===== config.mk =====
export PLATFORM = sky130hd
export DESIGN_NAME = dig_to_count16bit
export DESIGN_NICKNAME = d
export VERILOG_FILES = /design/src/rtl/dig_to_count16bit.sv
export SDC_FILE = /design/constraint.sdc
export NUM_CORES = 1
export LEC_CHECK = 0
export ABC_AREA = 1
export ABC_CLOCK_PERIOD_IN_PS = 1700
export BUFFER_PORTS_ARGS = -buffer_cell sky130_fd_sc_hd__buf_2
export CAP_MARGIN = 20
export CORE_UTILIZATION = 30
export DETAILED_ROUTE_END_ITERATION = 16
export PLACE_DENSITY = 0.62
export SLEW_MARGIN = 0
export SYNTH_ARGS = -nofsm -noshare
export SYNTH_HDL_FRONTEND = slang
export SYNTH_SLANG_ARGS = --single-unit

===== constraint.sdc =====
create_clock -name clk -period 1.7 [get_ports clk]
set_input_delay 0.255 -clock clk [delete_from_list [all_inputs] [get_ports clk]]
set_output_delay 0.255 -clock clk [all_outputs]
set_load 0.03 [all_outputs]

===== src/rtl/dig_to_count16bit.sv =====
// rtl/dig_to_count16bit.sv - calculator-style digit entry assembler producing a 16-bit count
//
// Purpose: shifts 4-bit digits in newest-in-LSB, delivers the assembled value
//          on commit with a one-cycle strobe, and exposes the live entry.
// Ports:
//   clk, reset_n              clock (rising edge), asynchronous active-low reset
//   dig_in/dig_valid/dig_ready digit stream handshake (ready is combinational)
//   backspace, clear, commit  single-cycle commands, priority clear > commit > backspace > digit
//   entry, ndig               live right-justified entry and digit count (0..NDIG)
//   count_out, count_valid    last committed value and its one-cycle update strobe
//   err                       one-cycle strobe: rejected non-BCD digit or empty commit
module dig_to_count16bit #(
    parameter bit BCD_ONLY = 1'b0,
    parameter int NDIG     = 4
) (
    input  logic                clk,
    input  logic                reset_n,
    input  logic [3:0]          dig_in,
    input  logic                dig_valid,
    output logic                dig_ready,
    input  logic                backspace,
    input  logic                clear,
    input  logic                commit,
    output logic [4*NDIG-1:0]   entry,
    output logic [2:0]          ndig,
    output logic [4*NDIG-1:0]   count_out,
    output logic                count_valid,
    output logic                err
);

    localparam int W = 4 * NDIG;

    typedef enum logic [1:0] {
        S_EMPTY,
        S_ENTRY,
        S_FULL
    } state_t;

    logic [W-1:0] r_entry;
    logic [2:0]   r_ndig;
    logic [W-1:0] r_count;
    logic         r_count_valid;
    logic         r_err;

    state_t       w_state;
    logic         w_take;
    logic         w_bad_digit;
    logic [W-1:0] w_entry_nxt;
    logic [2:0]   w_ndig_nxt;
    logic [W-1:0] w_count_nxt;
    logic         w_count_valid_nxt;
    logic         w_err_nxt;

    // The state is a pure function of the digit count; no separate register.
    always_comb begin
        w_state = S_ENTRY;
        if (r_ndig == 3'd0) begin
            w_state = S_EMPTY;
        end else if (r_ndig == 3'(NDIG)) begin
            w_state = S_FULL;
        end
    end

    // Any command pending this cycle blocks the digit path so a held digit is not lost.
    assign dig_ready   = (w_state != S_FULL) && !clear && !commit && !backspace;
    assign w_take      = dig_valid && dig_ready;
    assign w_bad_digit = BCD_ONLY && (dig_in > 4'd9);

    always_comb begin
        w_entry_nxt       = r_entry;
        w_ndig_nxt        = r_ndig;
        w_count_nxt       = r_count;
        w_count_valid_nxt = 1'b0;
        w_err_nxt         = 1'b0;
        if (clear) begin
            w_entry_nxt = '0;
            w_ndig_nxt  = 3'd0;
        end else if (commit) begin
            if (w_state != S_EMPTY) begin
                w_count_nxt       = r_entry;
                w_count_valid_nxt = 1'b1;
                w_entry_nxt       = '0;
                w_ndig_nxt        = 3'd0;
            end else begin
                w_err_nxt = 1'b1;
            end
        end else if (backspace) begin
            if (w_state != S_EMPTY) begin
                w_entry_nxt = {4'h0, r_entry[W-1:4]};
                w_ndig_nxt  = r_ndig - 3'd1;
            end
        end else if (w_take) begin
            // A rejected digit is still consumed by the handshake; only err reports it.
            if (w_bad_digit) begin
                w_err_nxt = 1'b1;
            end else begin
                w_entry_nxt = {r_entry[W-5:0], dig_in};
                w_ndig_nxt  = r_ndig + 3'd1;
            end
        end
    end

    always_ff @(posedge clk or negedge reset_n) begin
        if (!reset_n) begin
            r_entry       <= '0;
            r_ndig        <= 3'd0;
            r_count       <= '0;
            r_count_valid <= 1'b0;
            r_err         <= 1'b0;
        end else begin
            r_entry       <= w_entry_nxt;
            r_ndig        <= w_ndig_nxt;
            r_count       <= w_count_nxt;
            r_count_valid <= w_count_valid_nxt;
            r_err         <= w_err_nxt;
        end
    end

    assign entry       = r_entry;
    assign ndig        = r_ndig;
    assign count_out   = r_count;
    assign count_valid = r_count_valid;
    assign err         = r_err;

endmodule


Yosys cells after proc, flatten, opt, wreduce, memory -nomap -nowiden
Cells that the tools add are included.

operators by class
  add/sub/neg operators = 2
  eq/ne operators = 4
  muxes and demuxes = 20
  bitwise gates (word level) = 1
  reduce and logical (&&, ||, !) cells = 12

operators by type and width
  kind                   number
  $mux W16               6
  $mux W3                6
  $mux W1                6
  $reduce_and A3 Y1      2
  $logic_and A1 B1 Y1    4
  $mux W2                2
  $reduce_bool A4 Y1     1
  $add A3 B1 Y3 const B  1
  $eq A3 B3 Y1 const B   1
  $logic_not A1 Y1       3
  $logic_not A3 Y1       1
  $ne A3 B1 Y1 const B   1
  $ne A3 B2 Y1 const B   1
  $sub A3 B1 Y3 const B  1
  $ne A2 B2 Y1 const B   1
  $reduce_bool A2 Y1     1
  $not A1 Y1             1

storage, ports and cells
  register bits after elaboration = 37
  output and inout port bits = 38

Logic depth before layout (Yosys ltp)
Gate-level depths: netlist of run 1.

  word-level depth = 12
  mapped depth = 8

Worst setup path before layout of run 1
No wires, ideal clock.

  path type = reg-to-reg
  from = reg r_ndig[0], in the netlist ndig[0]
  to = reg r_ndig[0], in the netlist ndig[0]
  setup time = 0.119 ns
  data arrival time = 1.367 ns
  slack = 0.215 ns
  cell stages (with the launch flop) = 8
  period minus slack after synthesis = 1.485 ns
  cells stage by stage = dfrtp_1 > nor2_2 > nand2_2 > a21o_1 > buf_6 > buf_2 > nand3_1 > nand2_1

between the ends
  word-level cells in the longest chain between the ends = 10
  elaborated cells between the ends (all ways) = 21
  those cells by class = add/sub: 2; eq/ne: 4; mux: 7; reduce/logical: 8

ends and longest elaborated chain
  what                               RTL line  source
  from (decl)                        40        logic [2:0] r_ndig;
  from (signal assigned)             112       r_ndig <= w_ndig_nxt;
  $eq A3 B3 Y1                       59        end else if (r_ndig == 3'(NDIG)) begin
  $mux W2                            59
  $mux W2                            57        if (r_ndig == 3'd0) begin
  $ne A2 B2 Y1                       65        assign dig_ready = (w_state != S_FULL) && !clear && !commit && !backspace;
  $logic_and A1 B1 Y1 (3 in series)  65
  $logic_and A1 B1 Y1                66        assign w_take = dig_valid && dig_ready;
  $reduce_bool A4 Y1 (no line)       -
  $reduce_and A3 Y1 (no line)        -

Several ways; a longest one is shown, not always the timed one. The select of a mux whose other input is x is not followed.
A chain may end at the register's enable or synchronous reset.

Worst setup path in the final report of run 1
  from = reg r_ndig[0], in the netlist ndig[0]
  to = reg r_entry[7], in the netlist entry[7]

between the ends
  word-level cells in the longest chain between the ends = 10
  elaborated cells between the ends (all ways) = 14
  those cells by class = eq/ne: 4; mux: 2; reduce/logical: 8

ends and longest elaborated chain
  what                               RTL line  source
  $eq A3 B3 Y1                       59
  $mux W2                            59
  $mux W2 (*)                        57
  $ne A2 B2 Y1                       65
  $logic_and A1 B1 Y1 (3 in series)  65
  $logic_and A1 B1 Y1                66
  $reduce_bool A4 Y1 (no line)       -
  $reduce_and A3 Y1 (no line) (*)    -
  to (signal assigned)               111       r_entry <= w_entry_nxt;
  to (decl)                          39        logic [W-1:0] r_entry;

Mark *: on every way between the ends. The rest lies on a longest branch, timed or not.

==> summary.txt, run 1 <==
Cells and area
  • Layout cells sized above 1: 23.64%
  • Commonest non-fill, non-tap cell in the layout: nand2_1
  • Final Util: 38.76%
  • Antenna cells: 0
  • Commonest non-fill, non-tap cells in the layout: 115 x nand2_1, 47 x buf_2, 37 x dfrtp_1
  • Finished Cell Area: 2173 sq um
  • Layout area overhead: 21.98%
  • Final nets: 286

CTS
  • Max clock buf depth: 2
  • # Post-CTS Setup Buffers: 0
  • CTS Sinks: 37
  • Htree depth: 2
  • CTS tree: yes
  • Number of clock buffers inserted by TritonCTS: 5
  • CTS resizes: 0
  • Worst skew pair latency: 0.29 ns
  • CTS clk-pin slew, worst paths: 0.07 ns
  • Hold_buf cts: 0
  • Root Buffer: clkbuf_8

Job
  • Maxcap violations: 0

Setup path
  • R2r endpoint: entry[7]
  • Reg-to-reg setup timing slack: 0.16 ns
  • CP Launch Type: register
  • Crit Path Max Fanout: 11
  • Reg-to-Reg Start: ndig[0]
  • Reg2reg path depth: 6
  • Critical Path End Type: register
  • Worst Path Required: 1.88 ns
  • Crit path kind: reg2reg
  • CP arrival: 1.72 ns

Pwr
  • Psw: 0.6858 mW
  • Gate power share: 21.7%
  • Power Internal: 1.481 mW
  • Power Density: 997.1 nW/um^2
  • Peak supply drop: 423.7 uV
  • Reg power frac: 44.7%
  • Clk pwr share: 33.6%
  • Leakage: 1.246 nW
  • Sw Ratio: 31.64%

Detailed routing
  • Met2 wire length: 2076 um
  • Routed len/inst: 12.44 um
  • Number of remaining DRC errors: 0
  • Met3 wire length: 206 um
  • DR iter-0 viols: 122
  • M1 wire length: 1966 um
  • Total wire length: 4317 um
  • Max layer used: met4
  • Via Count: 1591
  • Via/cell ratio: 4.585
  • Initial DRT Pass Iterations: 4
  • Post-DRT Antenna Nets: 0

Timing
  • Max-slew headroom: 68.26%
  • Hold Vio Cnt, Final: 2
  • Measured slew at the worst slew-check pin: 0.4755 ns
  • Fin crit share: 90.33%
  • Tmin final: 1.536 ns
  • Slew Viols, Final: 0
  • Setup-failing EPs final: 0
  • Fmax: 651.2 MHz
  • Setup TNS: 0 ns
  • Clock Skews: 0.005531 ns
  • Hold WS: -0.002630 ns
  • RSZ-0062 raised after global routing: false
  • Final worst slack: 0.1644 ns

Placed design
  • Pre-CTS setup slack: 0.1710 ns
  • Hpwl dp: 3006 um
  • Input/output buffers: 47
  • Placer Congestion: 0.7902
  • Post-Place Cell Area: 2069 sq um

Synthesis
  • Mean post-synth cell area: 7.849 sq um
  • Syn Nets: 238
  • Synth unique cells: 21
  • Area leader, netlist: dfrtp_1
  • Cells after synthesis: 227
  • Area share of the largest cell type after synthesis: 51.97%
  • #FFs+latches synth: 37
  • Area contributors post-synth: dfrtp_1 52%, nand2_1 24%, nand3_1 5.1%, a21oi_1 4.2%, inv_1 1.9%
  • Sequential cell area fraction in the yosys report: 51.97%
  • Mapped Area: 1782 sq um
  • Ys Warns: 0

Global route
  • Largest net degree at the start of global routing: 38
  • Initial antenna violation count: 0
  • Vias in the first global route: 1573
  • Grt total ovfl: 0
  • GRT Overall Usage: 15.45%
  • Global-route wire length before repair: 7341 um

Status
  • Status: finished with violations
  • Failing checks: hold timing

Floorplanning
  • Die Area: 6251 sq um
  • Cell Rows: 27
  • I/O pin count: 48
  • Die Wd: 79.07 um
  • Initial Utilization: 31.77%
  • Die H: 79.07 um
  • Core Footprint: 5608 sq um

Min path
  • Min-Delay Path Class: in2async
-- layer usage --
metal | vias up | global-route usage, %
li1 | 801 | -
met1 | 741 | 19.62
met2 | 41 | 25.26
met3 | 8 | 3.678
met4 | 0 | 6.000
met5 | - | 0
-- state kept, by name, indices dropped and copies added, names as in the netlist --
name	cells
entry	16
ndig	3
err	1
count_out	16
count_valid	1
-- area by class of cell --
type                            count  area [sq um]
Clock buffer                        5         68.82
Clock inverter                      2         35.03
Fill cell                         612          3435
Inverter                           11         41.29
Multi-Input combinational cell    169         747.0
Sequential cell                    37         925.9
Tap cell                           72         90.09
Timing Repair Buffer               51         265.3
-- power groups by stage --
stage               sequential, mW  combinational, mW  clock (mW)
detailed placement           0.988              0.476           0
floorplan                     1.08              0.257           0
finish                       0.969              0.470       0.727
global placement             0.985              0.470           0
CTS                          0.971              0.477       0.759
global route                 0.977              0.519       0.793
-- worst max path at each step --
| stage | cells past startpoint | slack, ns | to | startpoint |
|---|---|---|---|---|
| global route | 6 | 0.09 | entry[11] | ndig[0] |
| floorplan | 7 | 0.21 | ndig[0] | ndig[0] |
| detailed placement | 6 | 0.17 | entry[7] | ndig[0] |
| finish | 6 | 0.16 | entry[7] | ndig[0] |
| global placement | 6 | 0.19 | entry[4] | ndig[0] |
| CTS | 6 | 0.16 | entry[7] | ndig[0] |
-- synth_stat cells --
| library cell | number |
|---|---|
| nand3b_1 | 1 |
| buf_8 | 1 |
| nand2_4 | 1 |
| a21o_1 | 1 |
| clkbuf_1 | 1 |
| buf_2 | 6 |
| fa_1 | 1 |
| nand3_4 | 1 |
| o21ai_0 | 4 |
| buf_6 | 1 |
| inv_1 | 9 |
| buf_4 | 1 |
| nand2_2 | 1 |
| nand3_1 | 18 |
| nor2_1 | 9 |
| dfrtp_1 | 37 |
| a21oi_1 | 15 |
| nand2_1 | 115 |
| nor2_2 | 1 |
| inv_2 | 2 |
| nand2_8 | 1 |
-- logic make-up after synthesis --
logic type                 Yosys count  synth area share, %
adders and majority gates            1                1.124
buffers and inverters               21                6.109
DFF                                 37                51.97
and+or+nand+nor                    148                35.04
AOI/OAI and AO/OA                   20                5.759
-- worst max-delay path: stages (launching register included) --
cell	delay [ns]
dfrtp_1	0.44
nor2_2	0.19
nand2_2	0.09
a21o_1	0.34
buf_4	0.25
nand3_1	0.07
nand2_1	0.05
-- through the flow --
step	hold WS, ns	cells	total power [mW]
global placement	0.3319	340	1.455
global route	0.03918	347	2.289
floorplan	-0.04059	227	1.340
detailed placement	0.3358	340	1.464
CTS	0.01501	347	2.206
finish	-0.002630	347	2.167
Power figures use the tool's default switching activity.
==> run 2: changes to the inputs <==
HOLD_SLACK_MARGIN = 0.06   (was unset)
==> run 2 against run 1 <==
Against the previous run:
- the flow now finishes without violations
- combinational power about the same
- critical path type unchanged
- largest cell class unchanged
- clock skew about the same
- critical endpoint unchanged
- power about the same
- non-clock buffer count up 1
- via count up 0.50%
- critical path depth unchanged
- fmax about the same
==> summary.txt, run 2 (same netlist as run 1, synthesis figures left out) <==
Setup path
  • Critical path's largest stage delay: 0.44 ns (about the same)
  • Reg2reg path depth: 6 (unchanged)
  • CP arrival: 1.72 ns (about the same)
  • Reg-to-reg setup timing slack: 0.16 ns (about the same)
  • Critical-path cell list: nor2_2 -> nand2_2 -> a21o_1 -> buf_4 -> nand3_1 -> nand2_1
  • Critical Path End Type: register
  • Crit Path Max Fanout: 11 (unchanged)
  • R2r endpoint: entry[7]
  • CP Launch Type: register
  • Reg-to-Reg Start: ndig[0]
  • Worst Path Required: 1.88 ns (about the same)
  • CP max-delay cell: dfrtp_1
  • Crit path kind: reg2reg

Job
  • Maxcap violations: 0 (unchanged)

Pwr
  • Peak supply drop: 423.7 uV (about the same)
  • Reg power frac: 44.7% (about the same)
  • Power Internal: 1.483 mW (+0.10%)
  • Sw Ratio: 31.62% (about the same)
  • Psw: 0.6858 mW (about the same)
  • Power Density: 993.3 nW/um^2 (-0.39%)
  • Leakage: 1.250 nW (+0.34%)
  • Clk pwr share: 33.5% (about the same)
  • Gate power share: 21.8% (about the same)

Floorplanning
  • Core Footprint: 5608 sq um (unchanged)
  • Initial Utilization: 31.77% (unchanged)
  • Die Wd: 79.07 um (unchanged)
  • Die Area: 6251 sq um (unchanged)
  • Cell Rows: 27 (unchanged)
  • Die H: 79.07 um (unchanged)
  • I/O pin count: 48 (unchanged)

CTS
  • Htree depth: 2 (unchanged)
  • Max clock buf depth: 2 (unchanged)
  • CTS Sinks: 37 (unchanged)
  • CTS resizes: 0 (unchanged)
  • CTS clk-pin slew, worst paths: 0.07 ns (about the same)
  • Number of clock buffers inserted by TritonCTS: 5 (unchanged)
  • Root Buffer: clkbuf_8
  • CTS tree: yes
  • Worst skew pair latency: 0.29 ns (about the same)

Placed design
  • Placer Congestion: 0.7902 (unchanged)
  • Placed cell count: 340 (unchanged)
  • Hpwl dp: 3006 um (unchanged)
  • Pre-CTS setup slack: 0.1710 ns (unchanged)
  • Input/output buffers: 47 (unchanged)

Timing
  • Tmin final: 1.536 ns (+0.0002880 ns)
  • Setup-failing EPs final: 0 (unchanged)
  • Slew Viols, Final: 0 (unchanged)
  • Fmax: 651.1 MHz (about the same)
  • Final worst slack: 0.1641 ns (-0.0002880 ns)
  • Hold WS: 0.2711 ns (+0.2738 ns)
  • Measured slew at the worst slew-check pin: 0.4799 ns (+0.004395 ns)
  • Clock Skews: 0.005446 ns (-0.00008507 ns)
  • RSZ-0062 raised after global routing: false
  • Max-slew headroom: 67.97% (-0.29 points)
  • Hold Vio Cnt, Final: 0 (-2)
  • Setup TNS: 0 ns (unchanged)
  • Fin crit share: 90.35% (about the same)

Cells and area
  • Commonest non-fill, non-tap cells in the layout: 115 x nand2_1, 47 x buf_2, 37 x dfrtp_1
  • Final nets: 287 (+0.35%)
  • Fill count: 611 (-0.16%)
  • Layout Cells excl Fill: 348 (+0.29%)
  • Antenna cells: 0 (unchanged)
  • Final Util: 38.93% (+0.18 points)
  • Layout cells sized above 1: 23.55% (-0.086 points)
  • Layout area overhead: 22.54%
  • Commonest non-fill, non-tap cell in the layout: nand2_1

Global route
  • Vias in the first global route: 1573 (unchanged)
  • Global-route wire length before repair: 7341 um (unchanged)
  • Largest net degree at the start of global routing: 38 (unchanged)
  • Grt total ovfl: 0 (unchanged)
  • Initial antenna violation count: 0 (unchanged)
  • GRT Overall Usage: 15.45% (unchanged)

Status
  • Status: completed

Detailed routing
  • Routed len/inst: 12.43 um (-0.10%)
  • Number of remaining DRC errors: 0 (unchanged)
  • Total wire length: 4325 um (+0.19%)
  • Post-DRT Antenna Nets: 0 (unchanged)
  • Initial DRT Pass Iterations: 4 (unchanged)
  • Via/cell ratio: 4.595 (+0.21%)
  • DR iter-0 viols: 121 (-0.82%)
  • Via Count: 1599 (+0.50%)

Min path
  • Min-delay src: clear
  • WHS Endpoint: ndig[1]
  • Hold depth: 4
  • Min-Delay Path Class: in2reg
[run 2: cell types whose count changed in the layout (fill, tap and decap cells not counted)]
cell and delta:
dlygate4sd3_1 +1
[run 2: worst max-delay path: cells and delay by family (launching register included)]
family,cells,cell delay (ns)
buffers and inverters,1,0.25
AOI/OAI and AO/OA,1,0.34
and+or+nand+nor,4,0.40
DFF,1,0.44
[run 2: timing repair]
item | in CTS | in global routing
hold buffers | 1 | 0
buffers inserted | 0 | 0
setup endpoints to repair | 0 | 0
hold endpoints to repair | 37 | 0
[run 2: metal layers]
| layer | wire, um | track usage [%] | share of wire, % | up-vias |
|---|---|---|---|---|
| met5 | 0 | 0 | 0 | - |
| met1 | 1968 | 19.62 | 46 | 746 |
| met4 | 67 | 6.000 | 1.5 | 0 |
| met3 | 203 | 3.678 | 4.7 | 8 |
| li1 | - | - | - | 804 |
| met2 | 2086 | 25.26 | 48 | 41 |
[run 2: how the worst max path moves through the flow]
stage               startpoint        end  slack [ns]  cells past startpoint
global placement       ndig[0]   entry[4]        0.19                      6
CTS                    ndig[0]   entry[7]        0.16                      6
floorplan              ndig[0]    ndig[0]        0.21                      7
finish                 ndig[0]   entry[7]        0.16                      6
global route           ndig[0]  entry[11]        0.09                      6
detailed placement     ndig[0]   entry[7]        0.17                      6
[run 2: layout make-up]
class	instances	area (sq um)	area share, %
Multi-Input combinational cell	169	747.0	34.21
Clock buffer	5	68.82	3.152
Timing Repair Buffer	52	275.3	12.61
Clock inverter	2	35.03	1.605
Sequential cell	37	925.9	42.41
Tap cell	72	90.09	4.126
Inverter	11	41.29	1.891
[run 2: through the flow]
step,instance area (sq um),power [mW]
6_report,2183,2.169
5_1_grt,2183,2.291
4_1_cts,2183,2.208
3_5_place_dp,2069,1.464
3_3_place_gp,2069,1.455
2_1_floorplan,1782,1.340
[run 2: power by group through the flow]
stage | clock, mW | combinational, mW | sequential, mW
after global placement | 0 | 0.470 | 0.985
after global routing | 0.793 | 0.521 | 0.977
final | 0.727 | 0.472 | 0.969
after detailed placement | 0 | 0.476 | 0.988
after floorplan | 0 | 0.257 | 1.08
after CTS | 0.759 | 0.479 | 0.971
